File: config.mk
export PLATFORM = sky130hd
export DESIGN_NAME = circuit1_hlsm
export DESIGN_NICKNAME = d
export VERILOG_FILES = /design/src/rtl/hlsm_pkg.sv /design/src/rtl/circuit1_hlsm_dp.sv /design/src/rtl/circuit1_hlsm.sv
export SDC_FILE = /design/constraint.sdc
export NUM_CORES = 1
export LEC_CHECK = 0
export BUFFER_PORTS_ARGS = -buffer_cell sky130_fd_sc_hd__buf_2
export CAP_MARGIN = 20
export CORE_MARGIN = 4
export CORE_UTILIZATION = 49
export DETAILED_ROUTE_END_ITERATION = 6
export PLACE_DENSITY = 0.68
export SYNTH_ARGS = -nofsm -noshare
export SYNTH_HDL_FRONTEND = slang
export SYNTH_SLANG_ARGS = --single-unit
File: constraint.sdc
create_clock -name Clk -period 6.47 [get_ports Clk]
set_input_delay 1.294 -clock Clk [delete_from_list [all_inputs] [get_ports Clk]]
set_output_delay 1.294 -clock Clk [all_outputs]
set_load 0.01 [all_outputs]
File: src/rtl/hlsm_pkg.sv
// Shared types and constants for the circuit1 HLSM: state encoding,
// default operand width, addsub mode/operand selects and the FSM-to-datapath control bundle.
package hlsm_pkg;

  localparam int unsigned DATAWIDTH = 8;

  typedef enum logic [2:0] {
    ST_WAIT  = 3'd0,
    ST_S1    = 3'd1,
    ST_S2    = 3'd2,
    ST_S3    = 3'd3,
    ST_S4    = 3'd4,
    ST_FINAL = 3'd5
  } state_t;

  typedef enum logic {
    ADD = 1'b0,
    SUB = 1'b1
  } addsub_mode_t;

  typedef enum logic [1:0] {
    SEL_AB = 2'd0,
    SEL_AC = 2'd1,
    SEL_FD = 2'd2
  } addsub_sel_t;

  typedef struct packed {
    logic         ld_op;
    addsub_sel_t  add_sel;
    addsub_mode_t add_mode;
    logic         ld_d;
    logic         ld_e;
    logic         ld_f;
    logic         ld_g;
    logic         ld_xw;
    logic         ld_out;
  } dp_ctrl_t;

endpackage

File: src/rtl/circuit1_hlsm_dp.sv
// Datapath for circuit1_hlsm: operand/intermediate/output registers around one
// shared addsub, one multiplier and one signed comparator, steered by the FSM.
module circuit1_hlsm_dp
  import hlsm_pkg::*;
#(
  parameter int unsigned DATAWIDTH = hlsm_pkg::DATAWIDTH
) (
  input  logic                     Clk,
  input  logic                     Rst,
  input  dp_ctrl_t                 ctrl,
  input  logic [DATAWIDTH-1:0]     a,
  input  logic [DATAWIDTH-1:0]     b,
  input  logic [DATAWIDTH-1:0]     c,
  output logic [DATAWIDTH-1:0]     z,
  output logic [2*DATAWIDTH-1:0]   x
);

  localparam int unsigned W = DATAWIDTH;

  logic [W-1:0]   ra, rb, rc, rd, re, rz;
  logic [2*W-1:0] rf, rxw, rx;
  logic           rg;

  logic [2*W-1:0] op_l, op_r, sum, prod;
  logic           gt;

  function automatic logic [2*W-1:0] sext(input logic [W-1:0] v);
    return {{W{v[W-1]}}, v};
  endfunction

  // The addsub always works at 2W bits; d and e keep the low W bits, which
  // gives the required modulo-2^W wrap for the W-bit sums.
  always_comb begin
    op_l = '0;
    op_r = '0;
    case (ctrl.add_sel)
      SEL_AB: begin op_l = sext(ra); op_r = sext(rb); end
      SEL_AC: begin op_l = sext(ra); op_r = sext(rc); end
      SEL_FD: begin op_l = rf;       op_r = sext(rd); end
      default: begin op_l = '0;      op_r = '0;       end
    endcase
    sum = (ctrl.add_mode == SUB) ? (op_l - op_r) : (op_l + op_r);
  end

  assign prod = $signed(sext(ra)) * $signed(sext(rc));
  assign gt   = $signed(rd) > $signed(re);

  always_ff @(posedge Clk or negedge Rst) begin
    if (!Rst) begin
      ra  <= '0;
      rb  <= '0;
      rc  <= '0;
      rd  <= '0;
      re  <= '0;
      rf  <= '0;
      rg  <= 1'b0;
      rxw <= '0;
      rz  <= '0;
      rx  <= '0;
    end else begin
      if (ctrl.ld_op) begin
        ra <= a;
        rb <= b;
        rc <= c;
      end
      if (ctrl.ld_d)  rd  <= sum[W-1:0];
      if (ctrl.ld_e)  re  <= sum[W-1:0];
      if (ctrl.ld_f)  rf  <= prod;
      if (ctrl.ld_g)  rg  <= gt;
      if (ctrl.ld_xw) rxw <= sum;
      if (ctrl.ld_out) begin
        rz <= rg ? rd : re;
        rx <= rxw;
      end
    end
  end

  assign z = rz;
  assign x = rx;

endmodule

File: src/rtl/circuit1_hlsm.sv
// circuit1 dataflow scheduled over Wait/S1..S4/Final with a Start/Done handshake.
// Define HLSM_BUSY_EN to add the Busy output (high in every state except Wait).
module circuit1_hlsm
  import hlsm_pkg::*;
#(
  parameter int unsigned DATAWIDTH = hlsm_pkg::DATAWIDTH
) (
  input  logic                     Clk,
  input  logic                     Rst,
  input  logic                     Start,
  input  logic [DATAWIDTH-1:0]     a,
  input  logic [DATAWIDTH-1:0]     b,
  input  logic [DATAWIDTH-1:0]     c,
  output logic                     Done,
  output logic [DATAWIDTH-1:0]     z,
  output logic [2*DATAWIDTH-1:0]   x
`ifdef HLSM_BUSY_EN
  ,
  output logic                     Busy
`endif
);

  state_t   state_q, state_d;
  dp_ctrl_t ctrl;

  always_ff @(posedge Clk or negedge Rst) begin
    if (!Rst) state_q <= ST_WAIT;
    else      state_q <= state_d;
  end

  always_comb begin
    state_d = state_q;
    ctrl    = '0;
    case (state_q)
      ST_WAIT: begin
        if (Start) begin
          ctrl.ld_op = 1'b1;
          state_d    = ST_S1;
        end
      end
      ST_S1: begin
        ctrl.add_sel  = SEL_AB;
        ctrl.add_mode = ADD;
        ctrl.ld_d     = 1'b1;
        ctrl.ld_f     = 1'b1;
        state_d       = ST_S2;
      end
      ST_S2: begin
        ctrl.add_sel  = SEL_AC;
        ctrl.add_mode = ADD;
        ctrl.ld_e     = 1'b1;
        state_d       = ST_S3;
      end
      ST_S3: begin
        ctrl.add_sel  = SEL_FD;
        ctrl.add_mode = SUB;
        ctrl.ld_g     = 1'b1;
        ctrl.ld_xw    = 1'b1;
        state_d       = ST_S4;
      end
      ST_S4: begin
        ctrl.ld_out = 1'b1;
        state_d     = ST_FINAL;
      end
      ST_FINAL: state_d = ST_WAIT;
      default:  state_d = ST_WAIT;
    endcase
  end

  // Decoded from the registered state so an async reset drops Done at once.
  assign Done = (state_q == ST_FINAL);
`ifdef HLSM_BUSY_EN
  assign Busy = (state_q != ST_WAIT);
`endif

  circuit1_hlsm_dp #(.DATAWIDTH(DATAWIDTH)) u_dp (
    .Clk  (Clk),
    .Rst  (Rst),
    .ctrl (ctrl),
    .a    (a),
    .b    (b),
    .c    (c),
    .z    (z),
    .x    (x)
  );

endmodule

## Word-level counts from Yosys, hierarchy flattened

Index checks and enable logic that the tools add are counted.

| storage, ports and cells | value |
|---|---|
| memories kept | 0 |
| output and inout bits | 25 |
| register bits | 100 |
| input bits | 27 |
| logic and storage cells | 39 |
| bits in writable memories | 0 |
| bits in read-only memories | 0 |
| bits in latches | 0 |

| cells by class | value |
|---|---|
| eq/ne operators | 8 |
| reduce and logical (&&, ||, !) cells | 3 |
| multiplexer cells | 13 |
| add/subtract/negate cells | 2 |
| multiply operators | 1 |
| bitwise logic cells | 0 |
| divide/modulo/power cells | 0 |
| $lt $le $gt $ge | 1 |
| shift-type cells | 0 |

Operators by type and width:

| operator | count |
|---|---|
| $pmux W16 S3 | 1 |
| $pmux W16 S2 | 1 |
| $add A16 B16 Y16 | 1 |
| $mul A8 B8 Y16 | 1 |
| $mux W16 | 1 |
| $sub A16 B16 Y16 | 1 |
| $pmux W3 S5 | 1 |
| $gt A8 B8 Y1 | 1 |
| $mux W8 | 1 |
| $eq A3 B2 Y1 const B | 2 |
| $eq A3 B3 Y1 const B | 2 |
| $pmux W3 S2 | 1 |
| $mux W1 | 5 |
| $eq A3 B1 Y1 const B | 1 |
| $logic_not A3 Y1 | 1 |
| $mux W3 | 1 |
| $eq A2 B1 Y1 const B | 1 |
| $eq A2 B2 Y1 const B | 1 |
| $logic_not A2 Y1 | 1 |
| $mux W2 | 1 |
| $ne A2 B2 Y1 const B | 1 |
| $reduce_or A2 Y1 | 1 |

## Logic depth before layout (Yosys ltp)

| logic depth | value |
|---|---|
| word-level depth | 7 |
| depth in mapped cells | 18 |
| gate-level depth less buffers | 17 |

## Hierarchy

From an unflattened synthesis, not the netlist that was laid out.

| second synthesis, totals | value |
|---|---|
| cells, all modules | 788 |
| area total of the unflattened synthesis | 7852.5 µm² |

By module, submodules not included:

| module | times used | cells each | sequential area each (µm²) | area an instance (µm²) |
|---|---|---|---|---|
| circuit1_hlsm_dp | 1 | 770 | 2427.3 | 7653.6 |
| circuit1_hlsm | 1 | 18 | 75.1 | 198.9 |

## Least setup slack after synthesis

OpenSTA, ideal clock, no wires.

| timing path | value |
|---|---|
| path type | reg2reg |
| start point | reg u_dp.rc[7] |
| end point | reg u_dp.rf[12] |
| library setup time | 135 ps |
| path slack | 2142 ps |
| required time | 6335 ps |
| arrival time | 4193 ps |
| period minus slack after synthesis | 4328 ps |
| cell stages (with the launch flop) | 17 |
| buffers on the path | 1 |
| cells stage by stage | dfrtp_1 -> clkbuf_1 -> nand2b_1 -> fa_1 -> fa_1 -> inv_1 -> fa_1 -> inv_1 -> fa_1 -> inv_1 -> ha_1 -> o21a_1 -> o31a_1 -> o41ai_1 -> o21ba_2 -> xor2_1 -> o21ai_0 |

| between the ends | value |
|---|---|
| cells in the longest elaborated chain, start to end | 1 |

Ends and longest elaborated chain:

| item | line | source |
|---|---|---|
| start, declared | circuit1_hlsm_dp.sv:20 | `logic [W-1:0] ra, rb, rc, rd, re, rz;` |
| start signal, assigned | circuit1_hlsm_dp.sv:52 | `rc <= '0;` |
| start signal, assigned | circuit1_hlsm_dp.sv:64 | `rc <= c;` |
| $mul A8 B8 Y16 | circuit1_hlsm_dp.sv:45 | `assign prod = $signed(sext(ra)) * $signed(sext(rc));` |
| end signal, assigned | circuit1_hlsm_dp.sv:68 | `if (ctrl.ld_f) rf <= prod;` |
| end, declared | circuit1_hlsm_dp.sv:21 | `logic [2*W-1:0] rf, rxw, rx;` |

No other way between the ends.
A chain may end at the register's enable or synchronous reset.

## Worst setup path after layout

| timing path | value |
|---|---|
| start point | reg u_dp.rc[2] |
| end point | reg u_dp.rf[15] |

Same word-level chain as after synthesis.

==> metrics.txt <==
area grow syn2layout=8.92%; R2R Setup Slk=1.82 ns; Worst EP required=about 6.7 ns; cell area after layout=around 8500 sq um; CTS tree=built; Setup crit start=u_dp.rc[2]; gr ovfl total=0; Residual DRC=0; Setup crit start kind=flop; Nets=963; DRT Wirelength=about 16 mm; skew final=between 0.01 and 0.015 ns; initial antenna violation count=0; die footprint=18100 sq um; Worst EP arrival=4.86 ns; CTS resizes=0; share of cells above drive strength 1=16.8%; Primary FF master, synth=dfrtp_1; DIE HEIGHT=134 um; Syn Area/Cell=9.87 sq um; I/O Buffers=around 50; Vias=5471; I/O pin count=52; critical path class=flop to flop; core area=around 15000 sq um; max_slew headroom=42.9%; Final setup viols=0; drt pass-1 iters=4; Max FO, Critical Path=12; post-synth top area cell=dfrtp_1; max cap viols=0; Placer Congestion=0.830; effective utilization at floorplan=50.8%; DRT iter0 DRCs=about 340; Yosys Warn Count=0; RSZ-0062 raised after global routing=no; Synth cell types=58; Die X=134 um; final hold slack=~0.48 ns; cells after synthesis=794; Hold Startpoint=u_dp.rxw[3]; hold buffer count at cts=0; clk buf depth=2; Commonest cells post-synth=dfrtp_1, inv_1, nand2_1; post-DP HPWL=12.3 mm; gr usage total=19.0%; Sink Count=100; Placed Area=roughly 8200 sq um; Crit. End Element=flop; number of flops mapped to enable cells by yosys=0; CTS Buf Count=9; Clk Latency, worst-skew pair=0.35 ns; num rows=45; pin count of the biggest net entering global routing=58; largest cells by area after synthesis=dfrtp_1, fa_1, ha_1; FFs w/ async S/R, synth=100%; Placed Cells=1026; Synth Cell Area=7840 sq um; fin crit period=4.65 ns; RR Startpoint=u_dp.rc[2]; # diodes=0; Worst Tran Pin Value=0.856 ns; vias per cell=5.25; vias in the first global route=5714; synthesized net count=931; DR WL/cell=between 15 and 20 um; Yosys reg bits=100; Slew Limit Fails=0; FMAX=0.215 GHz; H-Tree Depth=3; first-pass GRT wire length=27.8 mm; Antenna Nets Post-Route=0; Fin Setup TNS=0 ns; Final Hold Vio Count=0; fin cells=1042; Min-Delay Path Class=flop to flop; Worst-path clk slew=0.07 ns; register area share after synthesis=31.9%; status=complete, no violations; period utilisation layout=71.9%; clock root buffer=clkbuf_16; Yosys top cell area share=31.9%; postcts setup bufs=0
per-stage QoR:
stage | setup slack, ns | util, %
final | 1.82 | 55.4
after global routing | 1.53 | 55.4
after CTS | 1.87 | 55.4
after detailed placement | 1.89 | 53.4
after global placement | 1.99 | 53.4
after floorplan | 2.14 | -
cell families (layout without fill, tap and decap cells):
logic type                 Yosys count  after routing  share of synthesized area (%)
adders and majority gates          110            110                           22.9
muxes                               71             71                           10.1
DFF                                100            100                           31.9
buffers and inverters              136            173                           7.18
AOI/OAI and AO/OA                  140            140                           11.1
xor gates and xnor gates            30             30                           3.35
and+or+nand+nor                    207            207                           13.5
critical path: stages (launching register included):
cell      delay, ns
dfrtp_1        0.52
nand2_1        0.19
inv_1          0.09
fa_1           0.53
inv_1          0.14
fa_1           0.57
inv_1          0.06
fa_1           0.53
inv_1          0.05
fa_1           0.53
inv_1          0.04
ha_1           0.29
nand2_1        0.08
a21boi_0       0.30
o21ai_0        0.14
a32oi_1        0.21
xnor2_1        0.15
o21ai_0        0.09
layout make-up:
cell class                 count  area (sq um)
sequential                   100          2500
multi-input combinational    558          4790
timing repair buffer          57           303
inverter                     100           375
clock buffer                   9           225
clock inverter                 7          80.1
tap                          211           264
fill                        1434          6890
routing by layer:
metal  vias to the layer above  wire [um]  global-route usage (%)  share of wire [%]
met5                         -          0                       0                  0
met4                         0        313                    5.49                2.0
met3                        17        436                    2.65                2.8
met2                        85       8060                    33.9                 51
met1                      2685       6980                    24.3                 44
li1                       2684          -                       -                  -
sequential cells by signal (all words and copies together), names as in the netlist:
signal	cells
u_dp.rd	8
u_dp.rxw	16
state_q	3
u_dp.z	8
u_dp.rg	1
u_dp.rf	16
u_dp.ra	8
u_dp.rb	8
u_dp.rc	8
u_dp.x	16
u_dp.re	8
cell usage in the layout, fill, tap and decap left out, types with 2 or more instances in the layout:
master     Yosys  layout
nor2b_1       11      11
clkbuf_16      0       9
o21ai_1        2       2
buf_4          3       7
o21ai_0       50      50
nand3_1        2       2
o31a_1         2       2
nand2b_1       7       7
o22ai_1        2       2
a31oi_1        4       4
nor3_1         8       8
and2_1        48      48
nand2_1       84      84
nand4_1        4       4
buf_2          9      50
a21o_1        11      11
dfrtp_1      100     100
a21oi_2        3       3
a211oi_1       5       5
or2_2          3       3
o31ai_1        2       2
inv_1        100     100
mux2_2        51      51
inv_6          0       3
mux2i_1       18      18
a21boi_0       2       2
ha_1          54      54
fa_1          56      56
xnor2_1       20      20
a211o_1        3       3
o211ai_1       4       4
a21oi_1       27      27
o21a_1         6       6
a22o_1         2       2
xor2_1        10      10
a22oi_1        8       8
nor2_1        29      29
final timing paths:
| kind | to | cells past startpoint |
|---|---|---|
| worst min register to register | u_dp.rxw[3] | 2 |
| min in group asynchronous | u_dp.re[0] | 1 |
| worst max register to register | u_dp.rf[15] | 17 |
| worst max-delay path | u_dp.rf[15] | 17 |
| worst min-delay path | u_dp.rxw[3] | 2 |
| max in group asynchronous | u_dp.x[13] | 2 |
Power is left out: the tool's default activity adds up to more than one toggle a clock period on the data nets, which glitch-free logic cannot reach.
